**src/rtl/stopwatch_ctrl.sv**
```systemverilog
// stopwatch_ctrl
//   Control sequencer for the stopwatch datapath: debounces the four user
//   buttons, runs the IDLE/RUN/PAUSE state machine, generates the count tick
//   and drives the BCD counter, lap register and display select.
//
// Ports:
//   CLK, RST_N          system clock, asynchronous active-low reset
//   btn_start/stop/lap/clear  raw active-high buttons (asynchronous to CLK)
//   count_at_max        BCD counter currently holds 8'h99
//   count_en            one-cycle increment strobe to the BCD counter
//   count_clear         one-cycle clear strobe to the BCD counter
//   lap_capture         one-cycle strobe to latch the counter into the lap register
//   show_lap            display select: 1 = lap register, 0 = live count
//   running             high in RUN
//   state               00 IDLE, 01 RUN, 10 PAUSE
module stopwatch_ctrl #(
    parameter int TICK_DIV        = 1200000,
    parameter int DEBOUNCE_CYCLES = 120000,
    parameter int LAP_HOLD_CYCLES = 24000000,
    parameter int STOP_AT_MAX     = 0
) (
    input  logic       CLK,
    input  logic       RST_N,
    input  logic       btn_start,
    input  logic       btn_stop,
    input  logic       btn_lap,
    input  logic       btn_clear,
    input  logic       count_at_max,
    output logic       count_en,
    output logic       count_clear,
    output logic       lap_capture,
    output logic       show_lap,
    output logic       running,
    output logic [1:0] state
);

    localparam int DIV_W  = (TICK_DIV > 1) ? $clog2(TICK_DIV) : 1;
    localparam int DEB_W  = (DEBOUNCE_CYCLES > 1) ? $clog2(DEBOUNCE_CYCLES) : 1;
    // Hold counter must be able to hold LAP_HOLD_CYCLES itself, not just count below it.
    localparam int HOLD_W = (LAP_HOLD_CYCLES > 0) ? $clog2(LAP_HOLD_CYCLES + 1) : 1;

    localparam logic [DIV_W-1:0]  DIV_LAST  = DIV_W'(TICK_DIV - 1);
    localparam logic [DEB_W-1:0]  DEB_LAST  = DEB_W'(DEBOUNCE_CYCLES - 1);
    localparam logic [HOLD_W-1:0] HOLD_LOAD = HOLD_W'(LAP_HOLD_CYCLES);

    typedef enum logic [1:0] {
        S_IDLE  = 2'b00,
        S_RUN   = 2'b01,
        S_PAUSE = 2'b10
    } state_t;

    // ---------------------------------------------------------------
    // Button conditioning: bit 0 start, 1 stop, 2 lap, 3 clear
    // ---------------------------------------------------------------
    logic [3:0]       btn_raw;
    logic [3:0]       sync1;
    logic [3:0]       sync2;
    logic [3:0]       deb;
    logic [3:0]       press;
    logic [DEB_W-1:0] stab_cnt [4];

    assign btn_raw = {btn_clear, btn_lap, btn_stop, btn_start};

    // The press pulse is registered on the same edge the debounced level
    // flips, so the FSM sees it one cycle before its outputs update.
    always_ff @(posedge CLK or negedge RST_N) begin
        if (!RST_N) begin
            sync1 <= '0;
            sync2 <= '0;
            deb   <= '0;
            press <= '0;
            for (int unsigned i = 0; i < 4; i++) begin
                stab_cnt[i] <= '0;
            end
        end else begin
            sync1 <= btn_raw;
            sync2 <= sync1;
            for (int unsigned i = 0; i < 4; i++) begin
                press[i] <= 1'b0;
                if (sync2[i] == deb[i]) begin
                    stab_cnt[i] <= '0;
                end else if (stab_cnt[i] == DEB_LAST) begin
                    stab_cnt[i] <= '0;
                    deb[i]      <= sync2[i];
                    press[i]    <= sync2[i];
                end else begin
                    stab_cnt[i] <= stab_cnt[i] + DEB_W'(1);
                end
            end
        end
    end

    logic ev_start, ev_stop, ev_lap, ev_clear;
    assign ev_start = press[0];
    assign ev_stop  = press[1];
    assign ev_lap   = press[2];
    assign ev_clear = press[3];

    // ---------------------------------------------------------------
    // Control FSM, tick divider and lap hold counter
    // ---------------------------------------------------------------
    state_t            state_q, state_d;
    logic [DIV_W-1:0]  div_q, div_d;
    logic [HOLD_W-1:0] hold_q, hold_d;
    logic              tick;
    logic              count_en_d, count_clear_d, lap_capture_d, show_lap_d, running_d;

    assign tick = (state_q == S_RUN) && (div_q == DIV_LAST);

    always_comb begin
        state_d       = state_q;
        div_d         = div_q;
        hold_d        = (hold_q != '0) ? hold_q - HOLD_W'(1) : '0;
        count_en_d    = 1'b0;
        count_clear_d = 1'b0;
        lap_capture_d = 1'b0;

        case (state_q)
            S_IDLE: begin
                if (ev_clear) begin
                    count_clear_d = 1'b1;
                end else if (ev_start) begin
                    state_d = S_RUN;
                    div_d   = '0;
                end
            end
            S_RUN: begin
                div_d = tick ? '0 : div_q + DIV_W'(1);
                if (ev_clear) begin
                    count_clear_d = 1'b1;
                    div_d         = '0;
                    state_d       = S_IDLE;
                end else begin
                    if (tick) begin
                        if ((STOP_AT_MAX != 0) && count_at_max) begin
                            state_d = S_PAUSE;
                        end else begin
                            count_en_d = 1'b1;
                        end
                    end
                    // A stop coinciding with a tick keeps the tick (divider
                    // wraps); otherwise the divider is frozen where it stands.
                    if (ev_stop) begin
                        state_d = S_PAUSE;
                        if (!tick) begin
                            div_d = div_q;
                        end
                    end
                end
            end
            S_PAUSE: begin
                if (ev_clear) begin
                    count_clear_d = 1'b1;
                    div_d         = '0;
                    state_d       = S_IDLE;
                end else if (ev_start) begin
                    state_d = S_RUN;
                end
            end
            default: begin
                state_d = S_IDLE;
                div_d   = '0;
            end
        endcase

        if (ev_clear) begin
            hold_d = '0;
        end else if (ev_lap && ((state_q == S_RUN) || (state_q == S_PAUSE))) begin
            hold_d        = HOLD_LOAD;
            lap_capture_d = 1'b1;
        end

        show_lap_d = (hold_d != '0);
        running_d  = (state_d == S_RUN);
    end

    always_ff @(posedge CLK or negedge RST_N) begin
        if (!RST_N) begin
            state_q     <= S_IDLE;
            div_q       <= '0;
            hold_q      <= '0;
            count_en    <= 1'b0;
            count_clear <= 1'b0;
            lap_capture <= 1'b0;
            show_lap    <= 1'b0;
            running     <= 1'b0;
        end else begin
            state_q     <= state_d;
            div_q       <= div_d;
            hold_q      <= hold_d;
            count_en    <= count_en_d;
            count_clear <= count_clear_d;
            lap_capture <= lap_capture_d;
            show_lap    <= show_lap_d;
            running     <= running_d;
        end
    end

    assign state = state_q;

endmodule

```
**config.mk**
```make
export PLATFORM = sky130hd
export DESIGN_NAME = stopwatch_ctrl
export DESIGN_NICKNAME = d
export VERILOG_FILES = /design/src/rtl/stopwatch_ctrl.sv
export SDC_FILE = /design/constraint.sdc
export NUM_CORES = 1
export LEC_CHECK = 0
export ABC_AREA = 1
export CAP_MARGIN = 40
export CORE_MARGIN = 2
export CORE_UTILIZATION = 60
export CTS_CLUSTER_SIZE = 40
export DETAILED_ROUTE_END_ITERATION = 16
export PLACE_DENSITY = 0.77
export REMOVE_ABC_BUFFERS = 1
export SKIP_LAST_GASP = 1
export SYNTH_ARGS = -nofsm -noshare
export SYNTH_HDL_FRONTEND = slang
export SYNTH_SLANG_ARGS = --single-unit
```
**constraint.sdc**
```tcl
create_clock -name CLK -period 3.08 [get_ports CLK]
set_input_delay 0.616 -clock CLK [delete_from_list [all_inputs] [get_ports CLK]]
set_output_delay 0.616 -clock CLK [all_outputs]
set_load 0.05 [all_outputs]
```
Word-level counts from Yosys, hierarchy flattened --
Index checks and enable logic that the tools add are counted.
Storage, ports and cells: register bits after elaboration 137, latch bits 0, RAM bits 0, ROM bits 0, input port bits 7, output and inout bits 7, logic and storage cells 97, memories 0
Cells by class: add/sub/neg operators 6, $mul 0, divide/modulo/power cells 0, magnitude comparators 0, equal/unequal tests 16, shift-type cells 0, multiplexer cells 40, bitwise operators 4, reduce and logical (&&, ||, !) cells 12
Operators by type and width (number):
- $mux 21 | 7
- $mux 17 | 8
- $mux 25 | 3
- $add 17x1->17 const B | 4
- $eq 17x17->1 const B | 4
- $pmux 21 s3 | 1
- $reduce_bool 25->1 | 2
- $sub 25x1->25 const B | 1
- $add 21x1->21 const B | 1
- $eq 21x21->1 const B | 1
- $mux 1 | 15
- $mux 2 | 5
- $reduce_and 2->1 | 4
- $ne 2x2->1 const B | 3
- $pmux 2 s3 | 1
- $eq 1x1->1 | 4
- $eq 2x1->1 const B | 2
- $ne 4x4->1 const B | 1
- $not 1->1 | 4
- $reduce_and 4->1 | 1
- $reduce_or 3->1 | 1
- $eq 2x2->1 const B | 1
- $logic_and 1x1->1 | 2
- $logic_not 2->1 | 1
- $logic_or 1x1->1 | 1

Logic depth before layout (Yosys ltp) --
depth in word-level cells 7, depth in mapped cells 14, depth with buffers taken out 14

Worst setup path before layout --
No wires, ideal clock.
kind register to register, start point reg state_q[0] (netlist: state[0]), end point reg show_lap, setup time 0.125 ns, arrival 1.827 ns, data required time 2.955 ns, setup slack 1.127 ns, stages on the path, launching flop included 12, path buffers 0, clock period less this slack 1.953 ns, path through dfrtp_1 -> inv_1 -> ha_1 -> nand2_1 -> nand2_2 -> nor2_1 -> o21ai_0 -> nand2_1 -> nor2_1 -> nand2_1 -> nor2_1 -> nand3_1
Between the ends: cells in the longest elaborated chain, start to end 6, elaborated cells on any way between the ends 7, those cells by class 2 x eq/ne; 2 x mux; 3 x reduce/logical
Ends and longest elaborated chain:
- from (decl) | RTL line 102 | state_t state_q, state_d;
- from (signal assigned) | RTL line 188 | state_q <= state_d;
- $eq 2x1->1 / $eq 2x2->1 (equally long branches) | RTL line 168 | end else if (ev_lap && ((state_q == S_RUN) || (state_q == S_PAUSE))) begin
- $logic_or 1x1->1 (*) | RTL line 168
- $logic_and 1x1->1 (*) | RTL line 168
- $mux 25 (*) | RTL line 168
- $mux 25 (*) | RTL line 166 | if (ev_clear) begin
- $reduce_bool 25->1 (*) | RTL line 173 | show_lap_d = (hold_d != '0);
- via show_lap_d | RTL line 106 | logic count_en_d, count_clear_d, lap_capture_d, show_lap_d, running_d;
- to (signal assigned) | RTL line 194 | show_lap <= show_lap_d;
- to (decl) | RTL line 32 | output logic show_lap,
Mark *: on every way through the listed nets, which the timed path passes. The rest lies on a longest branch. A chain may end at the register's enable or synchronous reset.

Final worst setup path --
start point reg state_q[1] (netlist: state[1]), end point out state[1]
RTL lines:
- to (decl) | RTL line 34 | output logic [1:0] state
No word-level cell between the ends.

==> results.json <==
{
  "status": "completed",
  "gp_congestion": 0.912,
  "wire_per_inst_um": 12.9,
  "synth-compound-area-share_pct": 5.43,
  "setup_slack_ns": 0.778,
  "cp_top_family": "buffers and inverters",
  "post-dp-hpwl_um": 10600,
  "fillCellCount": 984,
  "drive_gt1_share_pct": 6.71,
  "synth_top_family_by_area": "simple AND/OR/NAND/NOR gates",
  "period_minus_slack_ns": 2.30,
  "die_h_um": 116,
  "leakagePower_nw": 3.99,
  "antennaDiodeCount": 0,
  "synth_mux_area_share_pct": 0,
  "h-tree-depth": 4,
  "crit_buf_inv": 1,
  "initial_utilization_pct": 61.9,
  "avgSynthCellArea_um2": 7.66,
  "synth_warnings": 0,
  "final_common_cell": "nand2_1",
  "die_w_um": 116,
  "synth.distinct_cells": 37,
  "drv_slew": 0,
  "cp-start-kind": "flop",
  "maxCapViolations": 0,
  "power_density_nw_per_um2": 476,
  "crit_fanout": 5,
  "period_share_pct": 74.7,
  "pre_cts_ws_ns": 0.920,
  "portBuffers": 12,
  "postCtsHoldBufs": 0,
  "synth_area_um2": 7460,
  "cts_tree": "done",
  "reg2reg_to": "show_lap",
  "ir_drop_mv": 0.516,
  "cts.sinks": 137,
  "critPathSlowestCell": "clkdlybuf4s50_1",
  "rr_worst_depth": 12,
  "vias": 6279,
  "finalWirelength_um": 15200,
  "insertion_delay_ns": 0.43,
  "clock_skew_ns": 0.0116,
  "synth_seq_cells": 137,
  "yosysTopAreaCell": "dfrtp_1",
  "syn_inst": 974,
  "ant_nets": 0,
  "tns_ns": 0,
  "grt_use_total_pct": 25.1,
  "path_clk_slew_ns": 0.06,
  "yosysSeqAreaShare_pct": 45.9,
  "dieArea_um2": 13300,
  "yosysTopAreaCellShare_pct": 45.9,
  "core_area_um2": 12100,
  "hp-class": "input port to asynchronous set/reset pin",
  "cp_cell_sequence": "clkdlybuf4s50_1",
  "synthAdderAreaFrac_pct": 1.68,
  "clockRootBuffer": "clkbuf_16",
  "hold_viol": 0,
  "numCtsBuffers": 17,
  "syn2layout_area_growth_pct": 12.1,
  "finalPower_w": 0.00399,
  "worst_slew_pin_slew_ns": 0.581,
  "synth-xor-area-share_pct": 3.99,
  "grt_overflow": 0,
  "rows": 40,
  "drc": 0,
  "grt_antenna_before_repair": 0,
  "drt_pass1_iterations": 4,
  "num-nets-final": 1017,
  "r2r_start": "hold_q[0]",
  "slew_headroom_pct": 60.9,
  "critPathRequiredTime_ns": 2.46,
  "grt_pass1_wl_um": 26700,
  "first_global_vias": 6010,
  "ctsResizeCount": 0,
  "crit_arrival_ns": 1.69,
  "setup_viol": 0,
  "r2r_slack_ns": 0.86,
  "grt_max_degree": 67,
  "cts_setup_buffers": 0,
  "startpoint": "state[1]",
  "slowest_delay_ns": 0.83,
  "worst-setup-path-type": "flop to output port",
  "rsz0062_at_grt": "no",
  "synthSimpleGateAreaFrac_pct": 35.2,
  "crit_path_end_kind": "output port",
  "max_freq_mhz": 434,
  "layout_common_cells": "206 x nand2_1, 151 x nor2_1, 137 x dfrtp_1",
  "io_pins": 14,
  "clk_path_buf_depth": 2,
  "drt_iter0_drc": 616,
  "viasPerCell": 5.32,
  "synth.area.top_cells": "dfrtp_1 46%, nand2_1 10%, nor2_1 7.6%"
}
-- sequential cells by signal, indices dropped and copies added, names as in the netlist --
signal and flops:
stab_cnt 68, hold_q 25, div_q 21, deb 4, press 4, sync1 4, sync2 4, state 2
count_clear 1, count_en 1, lap_capture 1, running 1, show_lap 1
-- metrics by stage --
stage,std cells,hold slack (ns),area (µm²),util (%)
floorplan,966,0.320,7400,-
global placement,1149,0.334,7770,64.4
detailed placement,1149,0.336,7770,64.4
CTS,1181,0.0660,8370,69.4
global route,1181,0.0829,8370,69.4
finish,1181,0.0637,8370,69.4
-- power by group --
part / total (W) / switching [W] / internal [W]
clock network: 0.00206 / 0.000789 / 0.00128
logic: 0.0000916 / 0.0000648 / 0.0000268
registers: 0.00183 / 0.0000119 / 0.00182
total: 0.00399 / 0.000865 / 0.00312
-- final cells by class --
| class | count | area, µm² | share of cell area [%] |
|---|---|---|---|
| clock buffers | 18 | 429 | 5.13 |
| clock inverters | 14 | 173 | 2.06 |
| inverters | 138 | 518 | 6.19 |
| multi-input cells | 691 | 3460 | 41.3 |
| flip-flops and latches | 137 | 3430 | 41.0 |
| well taps | 168 | 210 | 2.51 |
| repair buffers | 15 | 156 | 1.87 |
-- per-layer routing --
| layer | vias to the layer above | wire length [µm] | track usage (%) |
|---|---|---|---|
| met5 | - | 0 | 0 |
| met4 | 0 | 237 | 9.16 |
| met3 | 22 | 496 | 5.91 |
| met2 | 114 | 7000 | 39.5 |
| met1 | 2921 | 7500 | 34.3 |
| li1 | 3222 | - | - |
-- cell families (layout without fill, tap and decap cells) --
group / count (synthesis) / after routing
buf+inv: 146 / 185
xor+xnor: 34 / 34
simple gates: 571 / 571
fa+ha+maj: 10 / 10
flops: 137 / 137
compound gates: 76 / 76
-- Yosys cell counts --
cell type,number
nand2_1,206
nor2_1,151
dfrtp_1,137
inv_1,132
nand3_1,80
nor3_1,37
nand4_1,35
a21oi_1,30
o21ai_0,28
xor2_1,22
nor4_1,21
xnor2_1,12
ha_1,10
nor3b_1,10
nand2_2,7
inv_2,6
nor3_2,6
o21ai_1,6
buf_2,4
o21a_1,4
a31oi_1,3
nand2_4,3
nand3b_1,3
nor2_2,3
nor2_4,3
a211oi_1,2
clkbuf_1,2
or2_2,2
a22oi_1,1
buf_12,1
buf_8,1
nand4_2,1
nor2_8,1
nor2b_1,1
nor4_2,1
o22ai_1,1
o31ai_1,1
-- how the worst max path moves through the flow --
| stage | endpoint | slack, ns | cells past startpoint |
|---|---|---|---|
| after floorplan | div_q[8] | 0.94 | 8 |
| after global placement | show_lap | 0.93 | 12 |
| after detailed placement | show_lap | 0.92 | 12 |
| after CTS | state[1] | 0.77 | 1 |
| after global routing | show_lap | 0.67 | 12 |
| final | state[1] | 0.78 | 1 |
Note: power is estimated with default switching activity, not from simulation.
